### src/rtl/mm_pkg.sv
// mm_pkg -- shared types and constants for the Mastermind turn-history block.
//   peg_t / guess_t : one peg colour, and a full guess (PEGS pegs, packed)
//   score_t         : black or white score count
//   hist_state_e    : history FSM states (EMPTY, PLAY, FULL)
//   MODE_PLAY/HIST  : encoding of the mode input
// The *_DEF constants are the default geometry used by mm_guess_history.
package mm_pkg;

    localparam int PEGS_DEF    = 4;
    localparam int COLOR_W_DEF = 3;
    localparam int TURNS_DEF   = 8;
    localparam int SW_DEF      = $clog2(PEGS_DEF + 1);

    typedef logic [COLOR_W_DEF-1:0] peg_t;
    typedef peg_t [PEGS_DEF-1:0]    guess_t;
    typedef logic [SW_DEF-1:0]      score_t;

    typedef enum logic [1:0] {
        EMPTY = 2'd0,
        PLAY  = 2'd1,
        FULL  = 2'd2
    } hist_state_e;

    localparam logic MODE_PLAY = 1'b0;
    localparam logic MODE_HIST = 1'b1;

endpackage

### src/rtl/mm_history_ram.sv
// mm_history_ram -- DEPTH x WIDTH turn store.
//   clk, reset : clock; asynchronous active-high clear of every entry
//   we, waddr, wdata : single write port
//   raddr      : read address
//   rd_zero    : when high the read register loads 0 instead of the entry
//   rdata      : registered read data (one cycle after raddr)
// Entries are plain registers because every one must be cleared by reset.
module mm_history_ram #(
    parameter int DEPTH = 8,
    parameter int WIDTH = 12,
    parameter int AW    = $clog2(DEPTH)
) (
    input  logic             clk,
    input  logic             reset,
    input  logic             we,
    input  logic [AW-1:0]    waddr,
    input  logic [WIDTH-1:0] wdata,
    input  logic [AW-1:0]    raddr,
    input  logic             rd_zero,
    output logic [WIDTH-1:0] rdata
);

    logic [WIDTH-1:0] mem_reg [DEPTH];
    logic [WIDTH-1:0] rdata_reg;

    genvar gi;
    generate
        for (gi = 0; gi < DEPTH; gi++) begin : g_entry
            always_ff @(posedge clk or posedge reset) begin
                if (reset) begin
                    mem_reg[gi] <= '0;
                end else if (we && (waddr == AW'(gi))) begin
                    mem_reg[gi] <= wdata;
                end
            end
        end
    endgenerate

    always_ff @(posedge clk or posedge reset) begin
        if (reset) begin
            rdata_reg <= '0;
        end else if (rd_zero) begin
            rdata_reg <= '0;
        end else begin
            rdata_reg <= mem_reg[raddr];
        end
    end

    assign rdata = rdata_reg;

endmodule

### src/rtl/mm_guess_history.sv
// mm_guess_history -- turn-history buffer for the Mastermind datapath.
// Records each committed guess (and optionally its score) and lets the
// player browse earlier turns in history mode.
// Ports:
//   clk, reset            clock; asynchronous active-high reset
//   mode                  0 = play (store), 1 = history (browse)
//   btn_select            pulse: commit guess (play mode, not full)
//   btn_up / btn_down     pulses: browse newer / older turn (history mode)
//   guess                 current guess, peg i at [i*COLOR_W +: COLOR_W]
//   selection             registered guess of selected_turn (0 when empty)
//   selected_turn         index of displayed turn
//   turn_count            stored guesses, 0..TURNS
//   last_turn             play mode and turn_count == TURNS-1
//   full                  turn_count == TURNS
// Optional feature, macro MM_HISTORY_SCORE_EN: adds score_black/score_white
// inputs stored with each guess and sel_black/sel_white outputs timed like
// selection.
module mm_guess_history
    import mm_pkg::*;
#(
    parameter int PEGS    = PEGS_DEF,
    parameter int COLOR_W = COLOR_W_DEF,
    parameter int TURNS   = TURNS_DEF,
    parameter int GW      = PEGS * COLOR_W,
    parameter int TW      = $clog2(TURNS),
    parameter int CW      = $clog2(TURNS + 1)
`ifdef MM_HISTORY_SCORE_EN
    ,
    parameter int SW      = $clog2(PEGS + 1)
`endif
) (
    input  logic          clk,
    input  logic          reset,
    input  logic          mode,
    input  logic          btn_select,
    input  logic          btn_up,
    input  logic          btn_down,
    input  logic [GW-1:0] guess,
`ifdef MM_HISTORY_SCORE_EN
    input  logic [SW-1:0] score_black,
    input  logic [SW-1:0] score_white,
    output logic [SW-1:0] sel_black,
    output logic [SW-1:0] sel_white,
`endif
    output logic [GW-1:0] selection,
    output logic [TW-1:0] selected_turn,
    output logic [CW-1:0] turn_count,
    output logic          last_turn,
    output logic          full
);

`ifdef MM_HISTORY_SCORE_EN
    localparam int DW = GW + 2 * SW;
`else
    localparam int DW = GW;
`endif

    hist_state_e   state_reg, state_next;
    logic [CW-1:0] turn_count_reg, turn_count_next;
    logic [TW-1:0] selected_turn_reg, selected_turn_next;
    logic          last_turn_reg, full_reg;

    logic          store;
    logic          browse;
    logic [TW-1:0] newest_turn;
    logic [DW-1:0] wr_data;
    logic [DW-1:0] rd_data;

    // Index of the most recent stored turn (0 while nothing is stored).
    assign newest_turn = (turn_count_reg == '0) ? '0 : TW'(turn_count_reg - CW'(1));

    assign store  = (mode == MODE_PLAY) && btn_select && (state_reg != FULL);
    assign browse = (mode == MODE_HIST) && (state_reg != EMPTY);

    always_ff @(posedge clk or posedge reset) begin
        if (reset) begin
            state_reg         <= EMPTY;
            turn_count_reg    <= '0;
            selected_turn_reg <= '0;
            last_turn_reg     <= 1'b0;
            full_reg          <= 1'b0;
        end else begin
            state_reg         <= state_next;
            turn_count_reg    <= turn_count_next;
            selected_turn_reg <= selected_turn_next;
            last_turn_reg     <= (turn_count_next == CW'(TURNS - 1));
            full_reg          <= (turn_count_next == CW'(TURNS));
        end
    end

    always_comb begin
        state_next         = state_reg;
        turn_count_next    = turn_count_reg;
        selected_turn_next = selected_turn_reg;

        if (store) begin
            turn_count_next = turn_count_reg + CW'(1);
        end

        case (state_reg)
            EMPTY: if (store) state_next = (turn_count_next == CW'(TURNS)) ? FULL : PLAY;
            PLAY:  if (store && (turn_count_next == CW'(TURNS))) state_next = FULL;
            FULL:  state_next = FULL;
            default: state_next = EMPTY;
        endcase

        if (store) begin
            // Point at the slot being written; it is the newest turn from now on.
            selected_turn_next = TW'(turn_count_reg);
        end else if (mode == MODE_PLAY) begin
            selected_turn_next = newest_turn;
        end else if (browse) begin
            // Simultaneous up and down cancel out.
            if (btn_up && !btn_down && (selected_turn_reg < newest_turn)) begin
                selected_turn_next = selected_turn_reg + TW'(1);
            end else if (btn_down && !btn_up && (selected_turn_reg != '0)) begin
                selected_turn_next = selected_turn_reg - TW'(1);
            end
        end
    end

`ifdef MM_HISTORY_SCORE_EN
    assign wr_data = {score_white, score_black, guess};
`else
    assign wr_data = guess;
`endif

    mm_history_ram #(
        .DEPTH (TURNS),
        .WIDTH (DW),
        .AW    (TW)
    ) u_ram (
        .clk     (clk),
        .reset   (reset),
        .we      (store),
        .waddr   (TW'(turn_count_reg)),
        .wdata   (wr_data),
        .raddr   (selected_turn_reg),
        .rd_zero (turn_count_reg == '0),
        .rdata   (rd_data)
    );

    assign selection     = rd_data[GW-1:0];
`ifdef MM_HISTORY_SCORE_EN
    assign sel_black     = rd_data[GW +: SW];
    assign sel_white     = rd_data[GW+SW +: SW];
`endif
    assign selected_turn = selected_turn_reg;
    assign turn_count    = turn_count_reg;
    assign last_turn     = last_turn_reg && (mode == MODE_PLAY);
    assign full          = full_reg;

endmodule

### config.mk
export PLATFORM = sky130hd
export DESIGN_NAME = mm_guess_history
export DESIGN_NICKNAME = d
export VERILOG_FILES = /design/src/rtl/mm_pkg.sv /design/src/rtl/mm_history_ram.sv /design/src/rtl/mm_guess_history.sv
export SDC_FILE = /design/constraint.sdc
export NUM_CORES = 1
export LEC_CHECK = 0
export BUFFER_PORTS_ARGS = -buffer_cell sky130_fd_sc_hd__buf_2
export CAP_MARGIN = 30
export CORE_ASPECT_RATIO = 2
export CORE_UTILIZATION = 50
export CTS_BUF_LIST = sky130_fd_sc_hd__clkbuf_2 sky130_fd_sc_hd__clkbuf_4 sky130_fd_sc_hd__clkbuf_8
export CTS_CLUSTER_DIAMETER = 200
export CTS_CLUSTER_SIZE = 30
export DETAILED_ROUTE_END_ITERATION = 10
export GPL_TIMING_DRIVEN = 0
export MAX_ROUTING_LAYER = met4
export PLACE_DENSITY = 0.68
export SYNTH_ARGS = -nofsm -noshare
export SYNTH_HDL_FRONTEND = slang
export SYNTH_SLANG_ARGS = --single-unit
### constraint.sdc
create_clock -name clk -period 4.3 [get_ports clk]
set_input_delay 0.645 -clock clk [delete_from_list [all_inputs] [get_ports clk]]
set_output_delay 0.645 -clock clk [all_outputs]
set_load 0.1 [all_outputs]
==> reports/results.txt, run 1 <==
The run finished with clean final reports. The tools report the source-to-sink clock delay at the later pin of the worst-skew pair as 0.44 ns. At the pin with the least slew margin, the transition time is 0.866 ns.

The core region area was 11,300 um^2. Clock root buffer master: sky130_fd_sc_hd__clkbuf_8. The post-detailed-route via-to-cell ratio was 5.60; the cell count after synthesis was 401. Setup violations remaining at the end of the flow were counted as 0. The clock net in this run drives a total of 119 sinks. Wires add up to 12,500 um. The number of antenna cells inserted was 0. After synthesis, the share of cell area in mux cells is 30.3%.

The total of max-cap violations is 0. After Yosys synthesis, and, or, nand and nor cells account for 6.25% of the synthesized area. The number of hold-repair buffers added at the cts stage is 0. On the critical path, the stage with the largest delay is an instance of sky130_fd_sc_hd__nor3b_4.

Of the total synthesized cell area, the portion taken by XOR and XNOR cells is 0.456%. Relative to the synthesized area, the layout overhead comes to 14.2%. The synthesized netlist devotes 5.10% of its cell area to compound gates. The final-report max-slew violation count was 0.

Top-level port count: 39. Number of gates resized after cts: 0. The starting density of the core is 51.1%, and the final hold violation count is 0. After detailed routing, the average wire length per cell comes to 20.5 um.

For the final database, setup skew stands at 0.0104 ns. After synthesis the cells add up to 5770 um^2. In this run the worst path has a maximum fanout of 9. In this run the deepest clock path goes through 2 buffers. The signal on the critical path passes through clkbuf_1, inv_1, ha_1, nor3b_4, nand2b_1, ha_1, a211oi_1, and2_1, nand2_1, fa_1, a21boi_1, o311a_1, o32a_1. In this run, synthesis inferred 0 flip-flops with an integrated enable. Buffers inserted during clock tree synthesis total 17. For the via total after detailed routing, the log shows 3,421. The cell family contributing the most delay on the critical path is compound AO/OA/AOI/OAI gates. After layout, the minimum clock period comes to 3.79 ns. The die boundary height was 154 um. Global routing consumed, on the met1 layer, 26.6% of the routing resources. For this run, global-route usage on met3 was measured as 4.27%. The pre-antenna-repair detailed-routing pass consisted of 4 iterations. The adder-cell area share of the yosys netlist was 3.17%.

For the sequential area share after synthesis, the log shows 51.6%. The required time at the endpoint of the critical path was 4.63 ns; the Yosys warning count was 0. The worst setup path is captured at a register. OpenSTA, run right after detailed placement, puts the worst setup slack at 0.516 ns. The kind of launch point of the worst setup path was a register. Dividing the final minimum period by the clock period gives 88.0%. The peak clock frequency supported by timing was 264 MHz. The maximum number of pins on one net before global-route repair came out at 77. The congestion estimate from routability-driven global placement came to 0.863. The mean instance size in the synthesized netlist works out to 14.4 um^2.

The ratio of cells with drive above 1 in the final layout was 46.3%. Once detailed placement completed, the half-perimeter wirelength came to 8520 um. The worst max-slew margin expressed relative to the limit was 42.3%; the initial antenna violation count was 0. Buffers added to address setup during post-CTS repair amount to 0. Fill cells in the final layout number 936. The clock-pin slew reported for the worst setup and hold paths after clock tree synthesis is 0.07 ns, and the horizontal die dimension is 77.9 um. The net count after synthesis was 433; the remaining antenna violation count was 0. The arrival time reported for the critical path endpoint was 4.11 ns; the proportion of register bits with asynchronous set or reset after synthesis was 100%. Buffers placed on the I/O ports in this run total 37.

For the global-route congestion overflow total, the log shows 0. The path class of the tightest hold or removal check is input pin to async pin. On the worst path, the slowest cell contributes a delay of 0.43 ns. TritonCTS built the clock tree. For the static leakage, the log shows 3.09 nW.

For the number of H-tree branching levels, the log shows 4. The finished layout holds 611 standard cells, fillers aside. The most used cell along the critical path is sky130_fd_sc_hd__ha_1. The critical path is of the register to register type. Dividing total power by cell area gives a power density of 862 nW/um^2. The number of buffers and inverters on the critical path is 2.

VDD sags by at most 0.408 mV. The tools report the number of distinct library cell variants in the gate-level netlist after synthesis as 51. By area, the combinational part of the netlist is dominated by multiplexers. Synthesis inferred 119 register bits. The first global-routing pass estimated 20,200 um of wire. Counting tap cells, the placed design contains a total of 581 instances. The flop-to-flop setup slack was 0.51 ns.

Setup repair after global routing left no endpoint under its margin. The layout net count was 490. Most frequently used flop master after synthesis: sky130_fd_sc_hd__dfrtp_1. The tools report the iteration-0 DRC count of the detailed router as 213. The floorplan step defined a die boundary enclosing 12,000 um^2. The register with the most flip-flops in the layout has 96 of them. For this run, global-route usage on met2 was measured as 42.4%. In this run the most used layer during global routing was met2. For this run, design rule violations remaining after detail routing come to 0.

The site row count came out at 55. Once routing completed, OpenROAD measured the worst setup slack at 0.514 ns. The run gives 24.1% as the aggregate global-route resource usage. The run gives 3,649 as the number of global-route vias before repair.
==> worst register-to-register path, delay by kind of cell, from the launching register on <==
kind / cells / cell delay, ns
compound gates: 4 / 0.97
fa+ha+maj: 3 / 0.94
simple gates: 4 / 0.86
buf+inv: 2 / 0.48
flops: 1 / 0.42
==> metal layers <==
| metal | share of wire, % | wire, um |
|---|---|---|
| met4 | 2.3 | 288 |
| met1 | 40 | 4960 |
| met5 | 0 | 0 |
| met3 | 2.3 | 287 |
| met2 | 56 | 6990 |
==> cell usage in the layout (no fill, tap or decap), drive strengths merged, types with 2 or more instances in the layout <==
| cell type | Yosys | final |
|---|---|---|
| a211oi | 2 | 2 |
| a21oi | 12 | 12 |
| and2 | 3 | 3 |
| buf | 18 | 56 |
| bufinv | 0 | 4 |
| clkbuf | 6 | 27 |
| clkinv | 0 | 3 |
| clkinvlp | 0 | 2 |
| dfrtp | 119 | 119 |
| ha | 13 | 13 |
| inv | 11 | 11 |
| mux2 | 97 | 97 |
| mux4 | 24 | 24 |
| nand2 | 38 | 38 |
| nand3 | 4 | 4 |
| nand3b | 2 | 2 |
| nor2 | 8 | 8 |
| nor2b | 2 | 2 |
| nor3 | 6 | 6 |
| nor3b | 2 | 2 |
| o21a | 2 | 2 |
| o21ai | 7 | 7 |
| o311a | 2 | 2 |
| o311ai | 2 | 2 |
| o31ai | 2 | 2 |
| or3 | 2 | 2 |
| xnor2 | 2 | 2 |
==> power breakdown <==
| part | internal, mW | switching, mW | leakage, nW |
|---|---|---|---|
| sequential | 1.64 | 0.282 | 1.50 |
| clock | 0.665 | 0.434 | 0.214 |
| combinational | 1.13 | 1.53 | 1.38 |
==> area by class of cell <==
cell class | count | area [um^2] | share of cell area, %
Tap cell | 142 | 178 | 2.70
Multi-Input combinational cell | 247 | 2610 | 39.6
Timing Repair Buffer | 38 | 213 | 3.23
Clock buffer | 21 | 277 | 4.20
Clock inverter | 9 | 150 | 2.28
Buffer | 24 | 138 | 2.09
Inverter | 11 | 43.8 | 0.665
Sequential cell | 119 | 2980 | 45.2
==> cell usage after synthesis, types with 3 or more instances <==
master,number,area (um^2)
sky130_fd_sc_hd__dfrtp_1,119,2980
sky130_fd_sc_hd__mux2_2,66,743
sky130_fd_sc_hd__nand2_1,35,131
sky130_fd_sc_hd__mux2_4,30,450
sky130_fd_sc_hd__mux4_2,24,541
sky130_fd_sc_hd__ha_1,13,163
sky130_fd_sc_hd__a21oi_1,12,60.1
sky130_fd_sc_hd__buf_2,11,55.1
sky130_fd_sc_hd__inv_1,11,41.3
sky130_fd_sc_hd__nor2_1,7,26.3
sky130_fd_sc_hd__clkbuf_1,6,22.5
sky130_fd_sc_hd__o21ai_0,6,30.0
sky130_fd_sc_hd__nor3_1,5,25.0
sky130_fd_sc_hd__buf_6,4,45.0
sky130_fd_sc_hd__nand3_1,4,20.0
sky130_fd_sc_hd__and2_1,3,18.8
sky130_fd_sc_hd__nand2_2,3,18.8
==> per-stage QoR <==
step | hold WS [ns] | TNS (ns) | instance area (um^2) | util (%) | total power [mW]
6_report | 0.266 | 0 | 6590 | 58.3 | 5.68
5_1_grt | 0.305 | 0 | 6590 | 58.3 | 5.98
4_1_cts | 0.279 | 0 | 6590 | 58.3 | 5.71
3_5_place_dp | 0.487 | 0 | 6160 | 54.6 | 4.60
3_3_place_gp | 0.482 | -75.74 | 6130 | 54.3 | 4.51
2_1_floorplan | 0.474 | 0 | 5770 | - | 4.03
==> cells by family (layout without fill, tap and decap cells) <==
kind of cell / count (synthesis) / in the layout
buffers and inverters: 35 / 103
xor gates and xnor gates: 3 / 3
muxes: 121 / 121
adders and majority gates: 14 / 14
DFF: 119 / 119
AOI/OAI and AO/OA: 38 / 38
and+or+nand+nor: 71 / 71
==> final timing paths <==
check	from	endpoint	depth (start not counted)
max	turn_count[0]	selected_turn[2]	13
min	reset	u_ram.rdata[0]	2
max reg2reg	turn_count[0]	selected_turn[2]	13
min reg2reg	u_ram.mem_reg[6]	u_ram.mem_reg[6]	1
max in group asynchronous	reset	u_ram.mem_reg[37]	3
min in group clk	u_ram.mem_reg[6]	u_ram.mem_reg[6]	1
Note: power is estimated with default switching activity, not from simulation.
==> inputs of run 2 (changes only) <==
--- a/config.mk
+++ b/config.mk
@@ -8,6 +8,7 @@
 export BUFFER_PORTS_ARGS = -buffer_cell sky130_fd_sc_hd__buf_2
 export CAP_MARGIN = 30
 export CORE_ASPECT_RATIO = 2
+export CORE_MARGIN = 5
 export CORE_UTILIZATION = 50
 export CTS_BUF_LIST = sky130_fd_sc_hd__clkbuf_2 sky130_fd_sc_hd__clkbuf_4 sky130_fd_sc_hd__clkbuf_8
 export CTS_CLUSTER_DIAMETER = 200
@@ -18,4 +19,5 @@
 export PLACE_DENSITY = 0.68
 export SYNTH_ARGS = -nofsm -noshare
 export SYNTH_HDL_FRONTEND = slang
+export SYNTH_HIERARCHICAL = 1
 export SYNTH_SLANG_ARGS = --single-unit
==> run 2 against run 1 <==
  * Register-to-register slack got worse by 0.09 ns
  * Count of clock-buffer cells in the layout fell by 1
  * Cell count fell by 3.4%
  * Flip-flop and latch count did not move
  * Total power fell by 6.0%
  * Synthesized cell count fell by 6.0%
  * Non-clock buffer count fell by 3
  * Setup slack got worse by 0.091 ns
  * Critical endpoint unchanged
  * Highest routed layer unchanged
==> reports/results.txt, run 2 <==
The routed layout has 3,368 vias. The flop-to-flop setup slack was 0.42 ns. The number of nets handed over by synthesis was 405. The global-route congestion overflow total is 0. The critical path is of the register to register type. The run gives 12,100 um as the routed wire length. Setup repair after global routing left no endpoint under its margin. The core region area was 11,200 um^2; the peak clock frequency supported by timing was 258 MHz. The run finished with clean final reports. The tree is rooted in a sky130_fd_sc_hd__clkbuf_8.

Synthesis produced 377 cells. The buffer levels on the longest clock path is 2. The aggregate global-route resource usage is 19.6%.

Of all cell types, the one taking the most synthesized area is sky130_fd_sc_hd__dfrtp_1. Sequential elements use 52.6% of the synthesized area. Areal power density over the cells: 826 nW/um^2. The busiest metal layer after global routing is met2.

The clock sink count is 119, and the proportion of netlist area held by the largest area contributor is 52.6%. Along the worst path, the maximum fanout reaches 12. The number of H-tree branching levels is 4. After detailed routing, the average wire length per cell comes to 20.6 um. The die footprint was 13,700 um^2.

Each instance of the synthesized netlist takes up on average 15.0 um^2. Once detail routing completed, the nets flagged for antenna violations numbered 0. Counting I/O delays and the setup requirement, the final critical path takes 3.88 ns. Once placement finished, the instance area stood at 6060 um^2.

Global routing used 3.70% of the available met3 tracks. Compared with the post-synthesis result, the final layout area differs by 14.0%. The total of max-cap violations is 0. At the worst endpoint, the required time is 4.60 ns.

Once layout is done, the placed cells without fillers occupy 6460 um^2. Counting tap cells, the placed design contains a total of 558 instances. STA classifies the critical path endpoint as a register. The run gives 57.6% as the final standard cell utilization of the core. By instance count, the leading cell after synthesis is sky130_fd_sc_hd__dfrtp_1. Global routing consumed, on the met1 layer, 20.8% of the routing resources. After detailed routing, the number of vias per cell comes to 5.71.

Buffers inserted to repair hold after CTS numbered 0. Global routing consumed, on the met2 layer, 35.1% of the routing resources. Buffers placed on the I/O ports in this run total 38. Final hold violation count: 0. At the worst endpoint, the arrival time is 4.17 ns. The horizontal die dimension is 85.3 um.

The commonest non-fill, non-tap cell in the layout was sky130_fd_sc_hd__dfrtp_1. Across the VDD grid, the largest voltage drop is 0.543 mV. TritonCTS built the clock tree. The run gives 0 as the initial antenna violation count.

The number of antenna cells inserted is 0. The tools report the final-report max-slew violation count as 0. 39 I/O pins were placed.

Before CTS, the worst setup slack after placement is 0.436 ns. The tools report the summed instance area of the synthesized netlist as 5670 um^2. The iteration-0 DRC count of the detailed router was 136; the number of enable flip-flop cells after synthesis was 0. At the end of the flow, the number of nets in the layout was 463. The run gives 590 as the post-layout instance count excluding filler cells. For the DRC violation count after routing, the log shows 0. The flip-flop and latch count after synthesis was 119; the post-CTS setup buffer count was 0.

From bottom edge to top edge, the die measures 161 um. The flip-flop count of the largest register after layout was 96; the source-to-sink clock delay at the later pin of the worst-skew pair was 0.42 ns. The tools report the kind of launch point of the worst setup path as a register.

The first global-routing pass estimated 19,800 um of wire. The ratio of cells with drive above 1 in the final layout works out to 49.3%. The pre-antenna-repair detailed-routing pass consisted of 4 iterations. The final period utilization came out at 90.2%. Setup slack on the critical path of the routed design comes to 0.423 ns. In the synthesized netlist the async set-or-reset flop fraction comes to 100%.

The number of gates resized after cts was 0; the site row count was 55. The logs give 33.9% for the worst max-slew margin expressed relative to the limit and 50 for the number of distinct library cell variants in the gate-level netlist after synthesis. For the number of global-route vias before repair, the log shows 3,703.

The logs give 74 for the maximum number of pins on one net before global-route repair and 0.00854 ns for the setup clock skew after layout. The actual slew at the worst max-slew pin works out to 0.992 ns. For the global placer's final weighted congestion, the log shows 0.891. The path class of the lowest-slack min-delay path was input pin to async pin. Yosys printed 6 warnings.

The wire-length estimate of the detail-placed layout is 8520 um. The commonest cells after synthesis are sky130_fd_sc_hd__dfrtp_1, sky130_fd_sc_hd__mux2_2, sky130_fd_sc_hd__mux4_2. In this run the static leakage power is 2.95 nW. The number of clock buffers inserted by TritonCTS is 17. The count of filler cells inserted in the layout was 934.

Setup violations remaining at the end of the flow were counted as 0. In the layout the commonest cells are sky130_fd_sc_hd__dfrtp_1, sky130_fd_sc_hd__mux2_2, sky130_fd_sc_hd__buf_2. In the post-synthesis netlist, the biggest area contributors are sky130_fd_sc_hd__dfrtp_1, sky130_fd_sc_hd__mux2_2, sky130_fd_sc_hd__mux4_2. In the synthesized netlist the dominant register cell turns out to be sky130_fd_sc_hd__dfrtp_1.

The clock-pin slew reported for the worst setup and hold paths after clock tree synthesis is 0.07 ns, and the starting density of the core is 50.5%.
==> run 2: cell count changes after synthesis, moves of 5 or more <==
cell,before,now
sky130_fd_sc_hd__mux2i_1,0,15
sky130_fd_sc_hd__nand2_1,35,7
sky130_fd_sc_hd__a21oi_1,12,5
sky130_fd_sc_hd__buf_4,1,9
sky130_fd_sc_hd__mux2_4,30,0
sky130_fd_sc_hd__buf_2,11,6
sky130_fd_sc_hd__mux2_2,66,97
sky130_fd_sc_hd__nor2_1,7,13
==> run 2: final timing paths <==
check | start | endpoint | cells past startpoint
worst max-delay path | turn_count[0] | selected_turn[2] | 15
worst min-delay path | reset | u_ram/rdata[5] | 2
worst max register to register | turn_count[0] | selected_turn[2] | 15
worst min register to register | u_ram/mem_reg[14] | u_ram/mem_reg[14] | 1
max in group asynchronous | reset | u_ram/mem_reg[4] | 3
min in group clk | u_ram/mem_reg[14] | u_ram/mem_reg[14] | 1
==> run 2: power breakdown <==
group / switching [mW] / internal (mW) / leakage, nW / total, mW
Combinational: 1.42 / 1.03 / 1.24 / 2.45
Sequential: 0.305 / 1.60 / 1.52 / 1.90
Clock: 0.435 / 0.547 / 0.182 / 0.982
Total: 2.16 / 3.18 / 2.95 / 5.34
==> run 2: per-layer routing <==
metal  wire length [um]  part of all wire [%]  vias to the layer above
met1               4630                    38                     1767
li1                   -                     -                     1520
met5                  0                     0                        -
met3                296                   2.4                       21
met2               6880                    57                       60
met4                342                   2.8                        0
==> run 2: worst max-delay path, cell delays in order (launching register included) <==
cell,delay (ns)
sky130_fd_sc_hd__dfrtp_1,0.63
sky130_fd_sc_hd__buf_2,0.31
sky130_fd_sc_hd__inv_1,0.12
sky130_fd_sc_hd__ha_1,0.24
sky130_fd_sc_hd__nor2b_1,0.15
sky130_fd_sc_hd__nor3_1,0.15
sky130_fd_sc_hd__a21oi_1,0.07
sky130_fd_sc_hd__ha_1,0.32
sky130_fd_sc_hd__a211oi_1,0.33
sky130_fd_sc_hd__and2_1,0.32
sky130_fd_sc_hd__nand2_1,0.12
sky130_fd_sc_hd__fa_1,0.46
sky130_fd_sc_hd__nand3_1,0.10
sky130_fd_sc_hd__mux2i_1,0.07
sky130_fd_sc_hd__a211oi_1,0.27
sky130_fd_sc_hd__o211ai_1,0.11
==> run 2: cell families after synthesis <==
logic type	synth area share [%]
AO/OA/AOI/OAI	4.20
buffers and inverters	3.07
XOR/XNOR	0.464
adder cells (fa/ha/maj)	2.34
AND/OR/NAND/NOR	5.70
flip-flops	52.6
multiplexers	31.7
==> run 2: final cells by class <==
type                            instances  area (um^2)  share of cell area [%]
Tap cell                              142          178                    2.75
Buffer                                 20          131                    2.03
Clock inverter                         12          128                    1.98
Sequential cell                       119         2980                    46.1
Multi-Input combinational cell        228         2510                    38.9
Clock buffer                           20          269                    4.16
Timing Repair Buffer                   39          218                    3.37
Inverter                               10         45.0                   0.697
==> run 2: metrics by stage <==
stage / TNS, ns / hold WS (ns) / power [mW]
after floorplan: 0 / 0.474 / 3.86
final: 0 / 0.259 / 5.34
after detailed placement: 0 / 0.489 / 4.40
after global routing: 0 / 0.264 / 5.65
after CTS: 0 / 0.247 / 5.40
after global placement: -30.85 / 0.481 / 4.30
==> inputs of run 3 (changes only) <==
--- a/config.mk
+++ b/config.mk
@@ -5,7 +5,6 @@
 export SDC_FILE = /design/constraint.sdc
 export NUM_CORES = 1
 export LEC_CHECK = 0
-export BUFFER_PORTS_ARGS = -buffer_cell sky130_fd_sc_hd__buf_2
 export CAP_MARGIN = 30
 export CORE_ASPECT_RATIO = 2
 export CORE_MARGIN = 5
@@ -14,9 +13,10 @@
 export CTS_CLUSTER_DIAMETER = 200
 export CTS_CLUSTER_SIZE = 30
 export DETAILED_ROUTE_END_ITERATION = 10
+export DONT_BUFFER_PORTS = 1
 export GPL_TIMING_DRIVEN = 0
 export MAX_ROUTING_LAYER = met4
-export PLACE_DENSITY = 0.68
+export PLACE_DENSITY = 0.69
 export SYNTH_ARGS = -nofsm -noshare
 export SYNTH_HDL_FRONTEND = slang
 export SYNTH_HIERARCHICAL = 1
==> run 3 against run 2 <==
  * Critical path depth stayed put
  * Highest routed layer unchanged
  * First-iteration DRC count is 5.1% lower
  * Clock skew is 0.0022 ns higher
  * Routed wire length is 3.8% higher
  * Clock power is 5% higher
  * Register-to-register slack worse by 0.09 ns
  * Global-route usage is 1.2 points higher
  * Combinational power is 9.4% lower
  * Utilization is 0.36 points higher
  * Die area stayed put
  * Setup slack worse by 0.093 ns
==> reports/results.txt, run 3 (synthesized netlist as in run 2, its figures left out) <==
The post-detailed-route via-to-cell ratio is 5.89, and the relative area change from synthesis to final layout is 14.7%. After detailed routing, the wire length on met1 is 4480 um. The horizontal die dimension works out to 85.3 um. The number of global-route vias before repair is 3,805, and the actual slew at the worst max-slew pin is 0.983 ns. Routed signal wires occupy layers up through met4. The first detailed-routing pass ran for 4 iterations. The routed design has 12,600 um of wire. The tools report the number of endpoints failing setup at the final stage as 0. The detailed router placed 3,312 vias in this run. After detailed routing, the average wire length per cell comes to 22.4 um.

The remaining antenna violation count came out at 0. The initial antenna violation count was 0. For the starting density of the core, the log shows 50.5%. TritonCTS created 17 clock buffers.

For the maximum number of pins on one net before global-route repair, the log shows 69. STA classifies the critical path endpoint as a register. The number of H-tree branching levels was 4; the flop-to-flop setup slack was 0.33 ns.

Headroom to the max-slew limit came out at 34.5%. Cells with a size suffix above 1 make up 46.2% of the layout. In this run the critical register-to-register path is captured at selected_turn[2]. The final period utilization was 92.3%. The layout has 876 filler cells.

The final period demand of the worst path is 3.97 ns, and the setup slack of the critical path after layout is 0.330 ns. The count of input and output buffers was 0; the global-route congestion overflow total was 0. For the pre-CTS setup slack, the log shows 0.347 ns. The min-delay analysis places its worst path in the category input pin to async pin. In the detailed route, the total length drawn on met3 is 475 um.

Of all nets on the critical path, the largest fanout is 11. Setup repair after global routing left no endpoint under its margin. The core region area is 11,200 um^2, and the peak supply drop is 0.445 mV. Start of the worst register-to-register path: turn_count[0].

Commonest non-fill, non-tap cell in the layout: sky130_fd_sc_hd__dfrtp_1. The capture point of the critical path was selected_turn[2]. After clock tree synthesis, the flow added hold-fix buffers numbering 0.

Hold is met by 0.136 ns. The tools report the clock root buffer master as sky130_fd_sc_hd__clkbuf_8. Pin placement for this block handled 39 I/O pins.

The tools report the total power as 5.54 mW. The final standard cell utilization of the core was 57.9%. In the final timing run, aggregate negative setup slack is 0 ns.

Counting along the longest clock path gives a buffer depth of 2. Once layout is complete, the cells apart from fillers number 562. In this run the cell area measured after placement is 6080 um^2. The flip-flop count of the largest register after layout was 96.

The first global-routing pass estimated 20,900 um of wire. CTS saw 119 sinks. The library cells used most frequently in the layout, excluding fill and tap cells, are sky130_fd_sc_hd__dfrtp_1, sky130_fd_sc_hd__mux2_2, sky130_fd_sc_hd__mux4_2. Buffers added to address setup during post-CTS repair amount to 0. After detailed routing, the number of remaining DRC violations is 0. The clock-pin slew reported for the worst setup and hold paths after clock tree synthesis works out to 0.07 ns.

Site row count: 55. The logic depth of the worst register-to-register path came out at 15. The tools report the kind of launch point of the worst setup path as a register. In the final layout, the multi-input gates occupy 2520 um^2. TritonCTS built the clock tree. In the detailed route, the total length drawn on met2 is 7250 um. The die footprint is 13,700 um^2, and the count of placed standard cells including taps is 529.

The number of antenna cells inserted came out at 0. In this run the worst setup path begins at turn_count[0]. The run gives 0 as the final hold violation count. Static timing analysis puts the maximum clock frequency at 252 MHz. The floorplan step set the die height to 161 um. The tools report the required time at the endpoint of the critical path as 4.59 ns.

The logs give 2.91 nW for the static leakage and 0.42 ns for the source-to-sink clock delay at the later pin of the worst-skew pair. The arrival time reported for the critical path endpoint came out at 4.26 ns. The first routing iteration left 129 violations. The total of max-cap violations is 0.

The setup clock skew after layout was 0.0107 ns; the areal power density over the cells was 852 nW/um^2. The tools report the number of gates resized after cts as 0. The congestion estimate from routability-driven global placement came to 0.864. The finished cells cover 6500 um^2. The critical path is of the register to register type. The HPWL after detailed placement is 8890 um. The sequential cells in the finished layout cover a total of 2980 um^2.

The flow ran to the end, and the final reports show no timing, DRC or antenna violations. Layout net count: 435. The aggregate global-route resource usage came out at 20.8%. The final-report max-slew violation count was 0.
run 3: critical path, cell delays in order (launching register included):
cell and delay [ns]:
sky130_fd_sc_hd__dfrtp_1 0.67, sky130_fd_sc_hd__buf_2 0.32, sky130_fd_sc_hd__inv_1 0.11, sky130_fd_sc_hd__ha_1 0.23, sky130_fd_sc_hd__nor2b_1 0.14, sky130_fd_sc_hd__nor3_1 0.13, sky130_fd_sc_hd__a21oi_1 0.06, sky130_fd_sc_hd__ha_1 0.32
sky130_fd_sc_hd__a211oi_1 0.36, sky130_fd_sc_hd__and2_1 0.33, sky130_fd_sc_hd__nand2_1 0.11, sky130_fd_sc_hd__fa_1 0.47, sky130_fd_sc_hd__nand3_1 0.11, sky130_fd_sc_hd__mux2i_1 0.07, sky130_fd_sc_hd__a211oi_1 0.30, sky130_fd_sc_hd__o211ai_1 0.12
run 3: cell type report:
class,instances,area share [%]
well taps,142,2.73
repair buffers,11,3.72
flip-flops and latches,119,45.8
clock buffers,23,4.39
multi-input cells,228,38.7
clock inverters,9,1.92
plain buffers,20,2.02
inverters,10,0.693
run 3: where the power goes:
| group | switching [mW] | leakage [nW] | internal [mW] |
|---|---|---|---|
| Clock | 0.415 | 0.211 | 0.617 |
| Sequential | 0.692 | 1.52 | 1.59 |
| Combinational | 1.08 | 1.18 | 1.15 |
run 3: worst min path at each step:
stage	startpoint	to	slack [ns]	cells after the start
detailed placement	u_ram/mem_reg[11]	u_ram/mem_reg[11]	0.49	1
floorplan	u_ram/mem_reg[58]	u_ram/mem_reg[58]	0.47	1
CTS	reset	state_reg[1]	0.12	1
global route	reset	state_reg[1]	0.13	1
finish	reset	state_reg[1]	0.14	1
global placement	u_ram/mem_reg[17]	u_ram/mem_reg[17]	0.48	1
run 3: per-layer routing:
layer,GRT usage (%),vias up
li1,-,1462
met1,21.4,1746
met2,36.9,74
met3,5.13,30
met4,9.01,0
met5,-,-
